[config.mk]
export PLATFORM = sky130hd
export DESIGN_NAME = fp_mul_iter_flat
export DESIGN_NICKNAME = d
export VERILOG_FILES = /design/src/rtl/fp_mul_iter_if.sv /design/src/rtl/fp_mul_iter.sv /design/src/flat_wrapper.sv
export SDC_FILE = /design/constraint.sdc
export NUM_CORES = 1
export LEC_CHECK = 0
export BUFFER_PORTS_ARGS = -buffer_cell sky130_fd_sc_hd__buf_2
export CAP_MARGIN = 20
export CORE_ASPECT_RATIO = 0.7
export CORE_MARGIN = 10
export CORE_UTILIZATION = 30
export CTS_CLUSTER_SIZE = 28
export DETAILED_ROUTE_END_ITERATION = 12
export HOLD_SLACK_MARGIN = 0.05
export PLACE_DENSITY = 0.57
export SYNTH_ARGS = -nofsm -noshare
export SYNTH_HDL_FRONTEND = slang
export SYNTH_SLANG_ARGS = --single-unit
[constraint.sdc]
create_clock -name CLK -period 6.2 [get_ports CLK]
set_input_delay 0.31 -clock CLK [delete_from_list [all_inputs] [get_ports CLK]]
set_output_delay 0.31 -clock CLK [all_outputs]
set_load 0.02 [all_outputs]
[src/rtl/fp_mul_iter_if.sv]
// ---------------------------------------------------------------------------
// fp_mul_iter_if
// Handshake bundle between the FPU dispatch and the iterative FP multiplier.
//   in_valid / in_ready  : operand handshake (dispatch -> multiplier)
//   a, b                 : operands {sign, exp[EXP_W], frac[MAN_W]}
//   rnd_mode             : 00 RNE, 01 RTZ, 10 RUP (+inf), 11 RDN (-inf)
//   out_valid / out_ready: result handshake (multiplier -> consumer)
//   result               : product
//   flags                : {NV, OF, UF, NX}
// Modports: master = dispatch/consumer side, slave = multiplier side.
// ---------------------------------------------------------------------------
interface fp_mul_iter_if #(
    parameter int EXP_W = 8,
    parameter int MAN_W = 23
);
    localparam int W = EXP_W + MAN_W + 1;

    logic         in_valid;
    logic         in_ready;
    logic [W-1:0] a;
    logic [W-1:0] b;
    logic [1:0]   rnd_mode;
    logic         out_valid;
    logic         out_ready;
    logic [W-1:0] result;
    logic [3:0]   flags;

    modport master (
        output in_valid, a, b, rnd_mode, out_ready,
        input  in_ready, out_valid, result, flags
    );

    modport slave (
        input  in_valid, a, b, rnd_mode, out_ready,
        output in_ready, out_valid, result, flags
    );
endinterface

[src/rtl/fp_mul_iter.sv]
// ---------------------------------------------------------------------------
// fp_mul_iter
// Parametrised IEEE-754 multiplier with an iterative shift-add significand
// multiplier (one multiplier bit per cycle), four rounding modes, DAZ on
// input subnormals and flush-to-zero on underflow.
// Ports:
//   CLK  : clock, rising edge
//   RSTn : asynchronous active-low reset
//   bus  : fp_mul_iter_if.slave (operand/result handshakes, result, flags)
// ---------------------------------------------------------------------------
module fp_mul_iter #(
    parameter int EXP_W = 8,
    parameter int MAN_W = 23
) (
    input  logic          CLK,
    input  logic          RSTn,
    fp_mul_iter_if.slave  bus
);
    localparam int W     = EXP_W + MAN_W + 1;
    localparam int SIG_W = MAN_W + 1;
    localparam int PW    = 2 * SIG_W;
    localparam int EW2   = EXP_W + 2;
    localparam int CNT_W = $clog2(SIG_W + 1);

    localparam logic [EW2-1:0]   BIAS_E   = EW2'((2 ** (EXP_W - 1)) - 1);
    localparam logic [EW2-1:0]   EMAX_E   = EW2'((2 ** EXP_W) - 1);
    localparam logic [EXP_W-1:0] EXP_ONES = '1;
    localparam logic [CNT_W-1:0] CNT_LAST = CNT_W'(SIG_W - 1);
    localparam logic [W-1:0]     QNAN     = {1'b0, EXP_ONES, 1'b1, {(MAN_W-1){1'b0}}};
    localparam logic [W-2:0]     MAG_INF  = {EXP_ONES, {MAN_W{1'b0}}};
    localparam logic [W-2:0]     MAG_MAX  = {{(EXP_W-1){1'b1}}, 1'b0, {MAN_W{1'b1}}};

    typedef enum logic [2:0] {S_IDLE, S_UNPACK, S_MULT, S_NORM, S_ROUND, S_DONE} state_t;

    state_t           r_state, w_state_next;
    logic [W-1:0]     r_a, r_b, r_result;
    logic [1:0]       r_rnd;
    logic             r_sign, r_special, r_guard, r_sticky;
    logic [EW2-1:0]   r_exp;            // two's complement, two guard bits
    logic [PW-1:0]    r_mcand, r_acc;
    logic [SIG_W-1:0] r_mplier;
    logic [CNT_W-1:0] r_cnt;
    logic [MAN_W-1:0] r_frac;
    logic [3:0]       r_flags;

    // ---------------- operand decode ----------------
    logic [EXP_W-1:0] w_a_exp, w_b_exp;
    logic [MAN_W-1:0] w_a_frac, w_b_frac;
    logic             w_a_zero, w_b_zero, w_a_inf, w_b_inf, w_a_nan, w_b_nan;
    logic             w_a_snan, w_b_snan, w_sign, w_special;
    logic [W-1:0]     w_spec_res;
    logic [3:0]       w_spec_fl;
    logic [EW2-1:0]   w_exp_sum;

    assign w_a_exp  = r_a[W-2 -: EXP_W];
    assign w_b_exp  = r_b[W-2 -: EXP_W];
    assign w_a_frac = r_a[MAN_W-1:0];
    assign w_b_frac = r_b[MAN_W-1:0];
    // Subnormal inputs decode as zero (exp==0 regardless of fraction).
    assign w_a_zero = (w_a_exp == '0);
    assign w_b_zero = (w_b_exp == '0);
    assign w_a_inf  = (w_a_exp == EXP_ONES) && (w_a_frac == '0);
    assign w_b_inf  = (w_b_exp == EXP_ONES) && (w_b_frac == '0);
    assign w_a_nan  = (w_a_exp == EXP_ONES) && (w_a_frac != '0);
    assign w_b_nan  = (w_b_exp == EXP_ONES) && (w_b_frac != '0);
    assign w_a_snan = w_a_nan && !w_a_frac[MAN_W-1];
    assign w_b_snan = w_b_nan && !w_b_frac[MAN_W-1];
    assign w_sign   = r_a[W-1] ^ r_b[W-1];
    assign w_exp_sum = EW2'(w_a_exp) + EW2'(w_b_exp) - BIAS_E;

    always_comb begin
        w_special  = 1'b1;
        w_spec_res = {w_sign, {(W-1){1'b0}}};
        w_spec_fl  = 4'b0000;
        if (w_a_nan || w_b_nan) begin
            w_spec_res = QNAN;
            w_spec_fl  = {w_a_snan || w_b_snan, 3'b000};
        end else if ((w_a_inf && w_b_zero) || (w_b_inf && w_a_zero)) begin
            w_spec_res = QNAN;
            w_spec_fl  = 4'b1000;
        end else if (w_a_inf || w_b_inf) begin
            w_spec_res = {w_sign, MAG_INF};
        end else if (!(w_a_zero || w_b_zero)) begin
            w_special  = 1'b0;
        end
    end

    // ---------------- normalisation ----------------
    // Product is in [1,4): drop the leading one so the fraction, guard and
    // sticky positions are fixed whichever of the top two bits is set.
    logic [PW-2:0] w_p_norm;
    assign w_p_norm = r_acc[PW-1] ? r_acc[PW-2:0] : {r_acc[PW-3:0], 1'b0};

    // ---------------- rounding ----------------
    logic           w_inc, w_inexact, w_of, w_uf, w_to_inf;
    logic [MAN_W:0] w_frac_rnd;
    logic [EW2-1:0] w_exp_fin;
    logic [W-1:0]   w_rnd_res;
    logic [3:0]     w_rnd_fl;

    assign w_inexact = r_guard | r_sticky;

    always_comb begin
        w_inc = 1'b0;
        case (r_rnd)
            2'b00:   w_inc = r_guard & (r_sticky | r_frac[0]);
            2'b01:   w_inc = 1'b0;
            2'b10:   w_inc = w_inexact & ~r_sign;
            default: w_inc = w_inexact & r_sign;
        endcase
    end

    // Fraction carry-out means significand 10.000 -> 1.000 with exponent+1;
    // the low MAN_W bits are already zero in that case.
    assign w_frac_rnd = {1'b0, r_frac} + (MAN_W+1)'(w_inc);
    assign w_exp_fin  = r_exp + EW2'(w_frac_rnd[MAN_W]);
    assign w_of       = !w_exp_fin[EW2-1] && (w_exp_fin >= EMAX_E);
    assign w_uf       = w_exp_fin[EW2-1] || (w_exp_fin == '0);
    assign w_to_inf   = (r_rnd == 2'b00) || ((r_rnd == 2'b10) && !r_sign) ||
                        ((r_rnd == 2'b11) && r_sign);

    always_comb begin
        w_rnd_res = {r_sign, w_exp_fin[EXP_W-1:0], w_frac_rnd[MAN_W-1:0]};
        w_rnd_fl  = {3'b000, w_inexact};
        if (w_of) begin
            w_rnd_res = {r_sign, w_to_inf ? MAG_INF : MAG_MAX};
            w_rnd_fl  = 4'b0101;
        end else if (w_uf) begin
            w_rnd_res = {r_sign, {(W-1){1'b0}}};
            w_rnd_fl  = 4'b0011;
        end
    end

    // ---------------- FSM ----------------
    always_ff @(posedge CLK or negedge RSTn) begin
        if (!RSTn) r_state <= S_IDLE;
        else       r_state <= w_state_next;
    end

    always_comb begin
        w_state_next  = r_state;
        bus.in_ready  = (r_state == S_IDLE);
        bus.out_valid = (r_state == S_DONE);
        bus.result    = r_result;
        bus.flags     = (r_state == S_DONE) ? r_flags : 4'b0000;
        case (r_state)
            S_IDLE:   if (bus.in_valid) w_state_next = S_UNPACK;
            // Special results skip the multiplier and commit through ROUND.
            S_UNPACK: w_state_next = w_special ? S_ROUND : S_MULT;
            S_MULT:   if (r_cnt == CNT_LAST) w_state_next = S_NORM;
            S_NORM:   w_state_next = S_ROUND;
            S_ROUND:  w_state_next = S_DONE;
            S_DONE:   if (bus.out_ready) w_state_next = S_IDLE;
            default:  w_state_next = S_IDLE;
        endcase
    end

    // ---------------- datapath ----------------
    always_ff @(posedge CLK or negedge RSTn) begin
        if (!RSTn) begin
            r_a       <= '0;
            r_b       <= '0;
            r_rnd     <= '0;
            r_sign    <= 1'b0;
            r_special <= 1'b0;
            r_exp     <= '0;
            r_mcand   <= '0;
            r_mplier  <= '0;
            r_acc     <= '0;
            r_cnt     <= '0;
            r_frac    <= '0;
            r_guard   <= 1'b0;
            r_sticky  <= 1'b0;
            r_result  <= '0;
            r_flags   <= '0;
        end else begin
            case (r_state)
                S_IDLE: if (bus.in_valid) begin
                    r_a   <= bus.a;
                    r_b   <= bus.b;
                    r_rnd <= bus.rnd_mode;
                end
                S_UNPACK: begin
                    r_sign    <= w_sign;
                    r_special <= w_special;
                    r_exp     <= w_exp_sum;
                    r_mcand   <= PW'({1'b1, w_a_frac});
                    r_mplier  <= {1'b1, w_b_frac};
                    r_acc     <= '0;
                    r_cnt     <= '0;
                    if (w_special) begin
                        r_result <= w_spec_res;
                        r_flags  <= w_spec_fl;
                    end
                end
                S_MULT: begin
                    r_acc    <= r_acc + (r_mplier[0] ? r_mcand : '0);
                    r_mcand  <= r_mcand << 1;
                    r_mplier <= r_mplier >> 1;
                    r_cnt    <= r_cnt + CNT_W'(1);
                end
                S_NORM: begin
                    r_exp    <= r_exp + EW2'(r_acc[PW-1]);
                    r_frac   <= w_p_norm[PW-2 -: MAN_W];
                    r_guard  <= w_p_norm[MAN_W];
                    r_sticky <= |w_p_norm[MAN_W-1:0];
                end
                S_ROUND: if (!r_special) begin
                    r_result <= w_rnd_res;
                    r_flags  <= w_rnd_fl;
                end
                default: ;
            endcase
        end
    end
endmodule

[src/flat_wrapper.sv]
// flat-port wrapper written by rule: the top's interface ports become plain ports
module fp_mul_iter_flat 
#(
    parameter int EXP_W = 8,
    parameter int MAN_W = 23
)
  (CLK, RSTn, bus_in_valid, bus_a, bus_b, bus_rnd_mode, bus_out_ready, bus_in_ready, bus_out_valid, bus_result, bus_flags);
  fp_mul_iter_if #(.EXP_W(EXP_W), .MAN_W(MAN_W)) bus_i ();
  input  logic CLK;
  input  logic RSTn;
  input wire logic [$bits(bus_i.in_valid)-1:0] bus_in_valid;
  input wire logic [$bits(bus_i.a)-1:0] bus_a;
  input wire logic [$bits(bus_i.b)-1:0] bus_b;
  input wire logic [$bits(bus_i.rnd_mode)-1:0] bus_rnd_mode;
  input wire logic [$bits(bus_i.out_ready)-1:0] bus_out_ready;
  output wire logic [$bits(bus_i.in_ready)-1:0] bus_in_ready;
  output wire logic [$bits(bus_i.out_valid)-1:0] bus_out_valid;
  output wire logic [$bits(bus_i.result)-1:0] bus_result;
  output wire logic [$bits(bus_i.flags)-1:0] bus_flags;
  assign bus_i.in_valid = bus_in_valid;
  assign bus_i.a = bus_a;
  assign bus_i.b = bus_b;
  assign bus_i.rnd_mode = bus_rnd_mode;
  assign bus_i.out_ready = bus_out_ready;
  assign bus_in_ready = bus_i.in_ready;
  assign bus_out_valid = bus_i.out_valid;
  assign bus_result = bus_i.result;
  assign bus_flags = bus_i.flags;
  fp_mul_iter #(.EXP_W(EXP_W), .MAN_W(MAN_W)) u_core (.CLK(CLK), .RSTn(RSTn), .bus(bus_i));
endmodule
==> impl_metrics.env, run 1 <==
export IMPL_status="finished clean"
export IMPL_syn_avg_cell_area_um2=9.51
export IMPL_p_leak_nw=7.88
export IMPL_dp_cells=2262
export IMPL_port_buffers=107
export IMPL_slowest_delay_ps=560
export IMPL_critPathSlowestCell="or4b_4"
export IMPL_total_power_mw=7.85
export IMPL_worst_setup_path_start_kind="flip-flop"
export IMPL_gr_usage_met3_pct=2.40
export IMPL_p_sw_mw=3.18
export IMPL_fillers=4990
export IMPL_hpwl_um=28100
export IMPL_area_growth_pct=18.4
export IMPL_die_w_um=286
export IMPL_cts_sinks=267
export IMPL_overflow=0
export IMPL_ios=108
export IMPL_rows=68
export IMPL_place_area_um2=16000
export IMPL_fin_skew_ps=19.1
export IMPL_syn_num_nets=1704
export IMPL_netlist_area_um2=14900
export IMPL_fmax_mhz=177
export IMPL_final_common_cell="dfrtp_1"
export IMPL_die_y_um=207
export IMPL_viasPerCell=5.03
export IMPL_cpMostUsedCell="ha_1"
export IMPL_cts_max_level=1
export IMPL_min_period_ps=5640
export IMPL_n_antenna_cell=0
export IMPL_wl_per_cell_um=16.9
export IMPL_drt_iter0_markers=906
export IMPL_p_sw_share_pct=40.5
export IMPL_internal_power_mw=4.67
export IMPL_synth_distinct_cells=63
export IMPL_path_cells="nor2b_1, ha_1, nor2b_1, a21oi_1, o22ai_1, ha_1, and3_1, and3_1, and2_1, and4_1, nand2_1, nor3_1, ha_1, ha_1, xor2_1, and3_1, nand3_1, or4b_4, a21o_1, a21o_1, and2_4, nor2b_4, a22o_1"
export IMPL_fin_ws_ps=560
export IMPL_syn_inst=1568
export IMPL_rsz0062_at_grt="false"
export IMPL_worstHoldPathType="in -> reg"
export IMPL_ys_async_sr_fraction_pct=100
export IMPL_post_cts_buffers=0
export IMPL_start_util_pct=30.3
export IMPL_crit_type="reg -> reg"
export IMPL_drc=0
export IMPL_arrival_ps=6090
export IMPL_fin_setup_tns_ps=0
export IMPL_die_area_um2=59200
export IMPL_r2r_start="u_core.r_rnd[1]"
export IMPL_hold_start="bus_in_valid"
export IMPL_drive_above_1_share_pct=14.1
export IMPL_clockRootBuffer="clkbuf_16"
export IMPL_min_period_over_period_pct=91.0
export IMPL_comb_power_share_pct=40.1
export IMPL_drtAntennaViolNets=0
export IMPL_worstSetupEndpointType="flip-flop"
export IMPL_p_clk_share_pct=22.4
export IMPL_setup_viol=0
export IMPL_grt_use_total_pct=13.4
export IMPL_synth_edff_count=0
export IMPL_yosys_warnings=0
export IMPL_fin_cells=2380
export IMPL_setup_worst_path_end="u_core.bus.result[3]"
export IMPL_grt_antenna_before_repair=0
export IMPL_core_um2=49300
export IMPL_worstPathMaxFanout=26
export IMPL_max_cap_violations=0
export IMPL_critPathRequiredTime_ps=6650
export IMPL_worst_pin_slew_ps=983
export IMPL_grt_max_degree=153
export IMPL_cp_startpoint="u_core.r_rnd[1]"
export IMPL_synth_seq_area_share_pct=44.8
export IMPL_mostFrequentLayoutCells="dfrtp_1, nand2_1, o21ai_0"
export IMPL_r2r_end="u_core.bus.result[3]"
export IMPL_slew_headroom_pct=34.3
export IMPL_vias=12000
export IMPL_dpl_worst_slack_ps=547
export IMPL_max_clock_path_buffers=3
export IMPL_cts_tree="done"
export IMPL_grt_pass1_wl_um=65900
export IMPL_slew_violations=0
export IMPL_cts_buffers=27
export IMPL_gr_max_usage_layer="met1"
export IMPL_pwr_share_seq_pct=37.5
export IMPL_firstDrtPassIters=5
export IMPL_final_area_um2=17700
export IMPL_whs_ps=226
export IMPL_r2r_slack_ps=560
export IMPL_grt_pass1_vias=12000
export IMPL_grt_use_met1_pct=20.2
export IMPL_synth_seq_cells=267
export IMPL_fin_util_pct=35.8
export IMPL_cts_reportedPaths_clkPinSlew_ps=60
export IMPL_synth_main_ff_cell="dfrtp_1"
export IMPL_place_congestion=0.865
export IMPL_pwr_density_cell_nw_per_um2=444
export IMPL_final_hold_viol_count=0
export IMPL_r2r_cells=23
export IMPL_met2_usage_pct=19.6
export IMPL_fin_nets=1830
export IMPL_wirelength_um=40100
export IMPL_insertion_delay_ps=570
export IMPL_ir_drop_mv=0.294
[final cells by class]
cell class,instances,area (um^2),area share (%)
well taps,665,832,4.71
inverters,22,82.6,0.468
multi-input cells,1190,7800,44.2
repair buffers,186,1320,7.48
clock buffers,37,773,4.38
clock inverters,13,171,0.971
flip-flops and latches,267,6680,37.8
[cell usage after synthesis, types with 7 or more instances]
master | instances | area (um^2)
a21o_1 | 22 | 165
a21oi_1 | 78 | 390
a221o_1 | 7 | 70.1
a22o_1 | 58 | 508
a22oi_1 | 48 | 360
and2_1 | 59 | 369
and3_1 | 18 | 113
buf_1 | 7 | 26.3
clkbuf_1 | 73 | 274
dfrtp_1 | 267 | 6680
ha_1 | 64 | 801
inv_1 | 22 | 82.6
mux2_2 | 66 | 743
mux2i_1 | 27 | 270
nand2_1 | 261 | 980
nand3_1 | 41 | 205
nand4_1 | 19 | 119
nor2_1 | 72 | 270
nor3_1 | 21 | 105
nor4_1 | 20 | 125
o211ai_1 | 13 | 97.6
o21a_1 | 8 | 60.1
o21ai_0 | 121 | 606
o21bai_1 | 13 | 97.6
xnor2_1 | 47 | 412
xor2_1 | 39 | 342
[critical path, delay by kind of cell (launching register included)]
kind,cells,cell delay [ps]
simple gates,13,2710
compound gates,5,1160
fa+ha+maj,4,990
flops,1,420
xor+xnor,1,240
[power groups by stage]
| stage | registers [mW] | clock network (mW) | logic [mW] |
|---|---|---|---|
| detailed placement | 2.96 | 0 | 3.13 |
| finish | 2.94 | 1.76 | 3.15 |
| global placement | 2.95 | 0 | 3.05 |
| CTS | 2.94 | 1.80 | 3.17 |
| floorplan | 2.83 | 0 | 2.32 |
| global route | 3.03 | 1.87 | 3.55 |
[routing by layer]
metal,part of all wire (%),vias to the layer above
li1,-,5878
met1,52,5805
met2,42,246
met3,4.7,39
met4,1.6,0
met5,0,-
[flip-flops by register name (all words and copies together), names as in the netlist, 5 cells and up]
signal and cells:
u_core.r_mplier 24, u_core.r_a 32, u_core.r_cnt 5, u_core.bus.result 32, u_core.r_b 32, u_core.r_mcand 48, u_core.r_exp 10, u_core.r_frac 23
u_core.r_acc 48
[worst min path at each step]
stage	to	slack [ps]	depth (start not counted)
3_5_place_dp	u_core.r_a[29]	460	1
5_1_grt	u_core.r_state[0]	270	5
2_1_floorplan	u_core.bus.result[0]	10	0
4_1_cts	u_core.r_state[0]	190	5
6_report	u_core.r_state[0]	230	5
3_3_place_gp	u_core.r_a[29]	440	1
[kinds of logic (layout without fill, tap and decap cells)]
group,after synthesis,after routing,share of synthesized area [%]
flops,267,267,44.8
mux,93,93,6.80
buf+inv,111,258,3.06
compound gates,406,406,17.9
simple gates,539,539,16.8
xor+xnor,86,86,5.05
fa+ha+maj,66,66,5.64
[what timing repair did]
item,in CTS,in global routing
endpoints found under the hold margin,182,0
hold buffers,68,0
endpoints found under the setup margin,0,0
resized for setup,0,0
Note: power is estimated with default switching activity, not from simulation.
==> run 2: changes to the inputs <==
--- a/config.mk
+++ b/config.mk
@@ -5,7 +5,7 @@
 export SDC_FILE = /design/constraint.sdc
 export NUM_CORES = 1
 export LEC_CHECK = 0
-export BUFFER_PORTS_ARGS = -buffer_cell sky130_fd_sc_hd__buf_2
+export BUFFER_PORTS_ARGS = -buffer_cell sky130_fd_sc_hd__clkbuf_2
 export CAP_MARGIN = 20
 export CORE_ASPECT_RATIO = 0.7
 export CORE_MARGIN = 10
==> run 2 against run 1 <==
Compared with the run above:
- worst setup slack lost 38 ps
- fmax shrank 0.68%
- combinational power is essentially flat
- largest cell class unchanged
==> impl_metrics.env, run 2 (synthesis results as in run 1) <==
export IMPL_r2r_end="u_core.bus.result[8]"
export IMPL_grt_max_degree=154
export IMPL_grt_antenna_before_repair=0
export IMPL_hold_start="bus_in_valid"
export IMPL_worstSetupEndpointType="flip-flop"
export IMPL_slew_violations=0
export IMPL_hpwl_um=28200
export IMPL_rows=68
export IMPL_cts_max_level=1
export IMPL_worst_pin_slew_ps=1010
export IMPL_critPathTopFamily="simple AND/OR/NAND/NOR gates"
export IMPL_critPathSlowestCell="or4b_4"
export IMPL_fin_setup_tns_ps=0
export IMPL_area_growth_pct=18.4
export IMPL_worstHoldPathType="in -> reg"
export IMPL_drtAntennaViolNets=0
export IMPL_slew_headroom_pct=32.4
export IMPL_cts_sinks=267
export IMPL_min_to="u_core.r_state[0]"
export IMPL_n_antenna_cell=0
export IMPL_cts_hold_buf=68
export IMPL_insertion_delay_ps=570
export IMPL_dpl_worst_slack_ps=496
export IMPL_port_buffers=107
export IMPL_worst_path_buf_inv=0
export IMPL_die_w_um=286
export IMPL_drt_iter0_markers=863
export IMPL_final_area_um2=17700
export IMPL_p_leak_nw=7.86
export IMPL_start_util_pct=30.3
export IMPL_viasPerCell=5.08
export IMPL_fin_cells=2378
export IMPL_final_common_cell="dfrtp_1"
export IMPL_r2r_slack_ps=520
export IMPL_cts_reportedPaths_clkPinSlew_ps=60
export IMPL_core_um2=49300
export IMPL_fin_util_pct=35.8
export IMPL_whs_ps=197
export IMPL_grt_use_total_pct=13.4
export IMPL_setup_viol=0
export IMPL_max_clock_path_buffers=3
export IMPL_max_cap_violations=0
export IMPL_clockRootBuffer="clkbuf_16"
export IMPL_vias=12100
export IMPL_r2r_cells=23
export IMPL_grt_pass1_vias=12000
export IMPL_fillers=5006
export IMPL_rsz0062_at_grt="false"
export IMPL_worstPathMaxFanout=26
export IMPL_mostFrequentLayoutCells="dfrtp_1, nand2_1, o21ai_0"
export IMPL_critPathRequiredTime_ps=6650
export IMPL_die_y_um=207
export IMPL_crit_type="reg -> reg"
export IMPL_slowest_delay_ps=560
export IMPL_arrival_ps=6130
export IMPL_ir_drop_mv=0.274
export IMPL_worst_setup_path_start_kind="flip-flop"
export IMPL_hold_path_depth=5
export IMPL_top_regs="u_core.r_acc (48), u_core.r_mcand (48)"
export IMPL_post_cts_buffers=0
export IMPL_min_period_ps=5680
export IMPL_cpMostUsedCell="ha_1"
export IMPL_fin_skew_ps=18.5
export IMPL_fin_nets=1831
export IMPL_ios=108
export IMPL_grt_pass1_wl_um=66000
export IMPL_firstDrtPassIters=5
export IMPL_wl_per_cell_um=16.8
export IMPL_fmax_mhz=176
export IMPL_status="finished clean"
export IMPL_cts_tree="done"
export IMPL_cts_buffers=28
export IMPL_drc=0
export IMPL_fin_ws_ps=521
export IMPL_wirelength_um=40000
export IMPL_path_cells="nor2b_1, ha_1, nor2b_1, a21oi_1, o22ai_1, ha_1, and3_1, and3_1, and2_1, and4_1, nand2_1, nor3_1, ha_1, ha_1, xor2_1, and3_1, nand3_1, or4b_4, a21o_1, a21o_1, and2_4, nor2b_4, a22o_1"
export IMPL_drive_above_1_share_pct=13.8
export IMPL_total_power_mw=7.82
export IMPL_place_congestion=0.858
export IMPL_cts_repair_resize_count=0
export IMPL_final_hold_viol_count=0
export IMPL_die_area_um2=59200
export IMPL_dp_cells=2262
export IMPL_min_period_over_period_pct=91.6
export IMPL_r2r_start="u_core.r_rnd[1]"
export IMPL_pwr_density_cell_nw_per_um2=443
export IMPL_overflow=0
export IMPL_place_area_um2=16000
run 2: cell count changes in the layout (fill, tap and decap cells not counted), sizes merged:
cell | previous run | this run
clkbuf | 37 | 146
clkinv | 7 | 4
bufinv | 4 | 3
inv | 23 | 22
buf | 118 | 12
run 2: where the power goes:
part           internal, mW  switching [mW]  total [mW]
registers              2.36           0.577        2.94
clock network          1.02           0.711        1.73
logic                  1.27            1.88        3.15
total                  4.65            3.17        7.82
run 2: metal layers:
metal	wire (um)	part of all wire, %	GRT usage [%]
met5	0	0	0
met4	673	1.7	2.66
met3	2400	6.0	2.78
met2	16800	42	19.8
met1	20100	50	19.9
run 2: final cells by class:
class / count / area [um^2] / share of cell area [%]
tap: 665 / 832 / 4.71
timing repair buffer: 186 / 1320 / 7.48
inverter: 22 / 82.6 / 0.468
sequential: 267 / 6680 / 37.8
clock buffer: 40 / 806 / 4.56
multi-input combinational: 1190 / 7800 / 44.2
clock inverter: 8 / 133 / 0.751
run 2: how the worst max path moves through the flow:
stage / start / endpoint / slack [ps] / cells past startpoint
after floorplan: u_core.r_rnd[1] / u_core.bus.result[10] / 1180 / 26
after global placement: u_core.r_rnd[1] / u_core.bus.result[14] / 690 / 23
after detailed placement: u_core.r_rnd[1] / u_core.bus.result[2] / 500 / 23
after CTS: u_core.r_rnd[1] / u_core.bus.result[2] / 500 / 23
after global routing: u_core.r_rnd[1] / u_core.bus.result[9] / 90 / 23
final: u_core.r_rnd[1] / u_core.bus.result[8] / 520 / 23
run 2: worst register-to-register path, delay by kind of cell (launching register included):
family	cells	cell delay, ps
xor+xnor	1	240
simple gates	13	2770
fa+ha+maj	4	970
compound gates	5	1190
flops	1	410
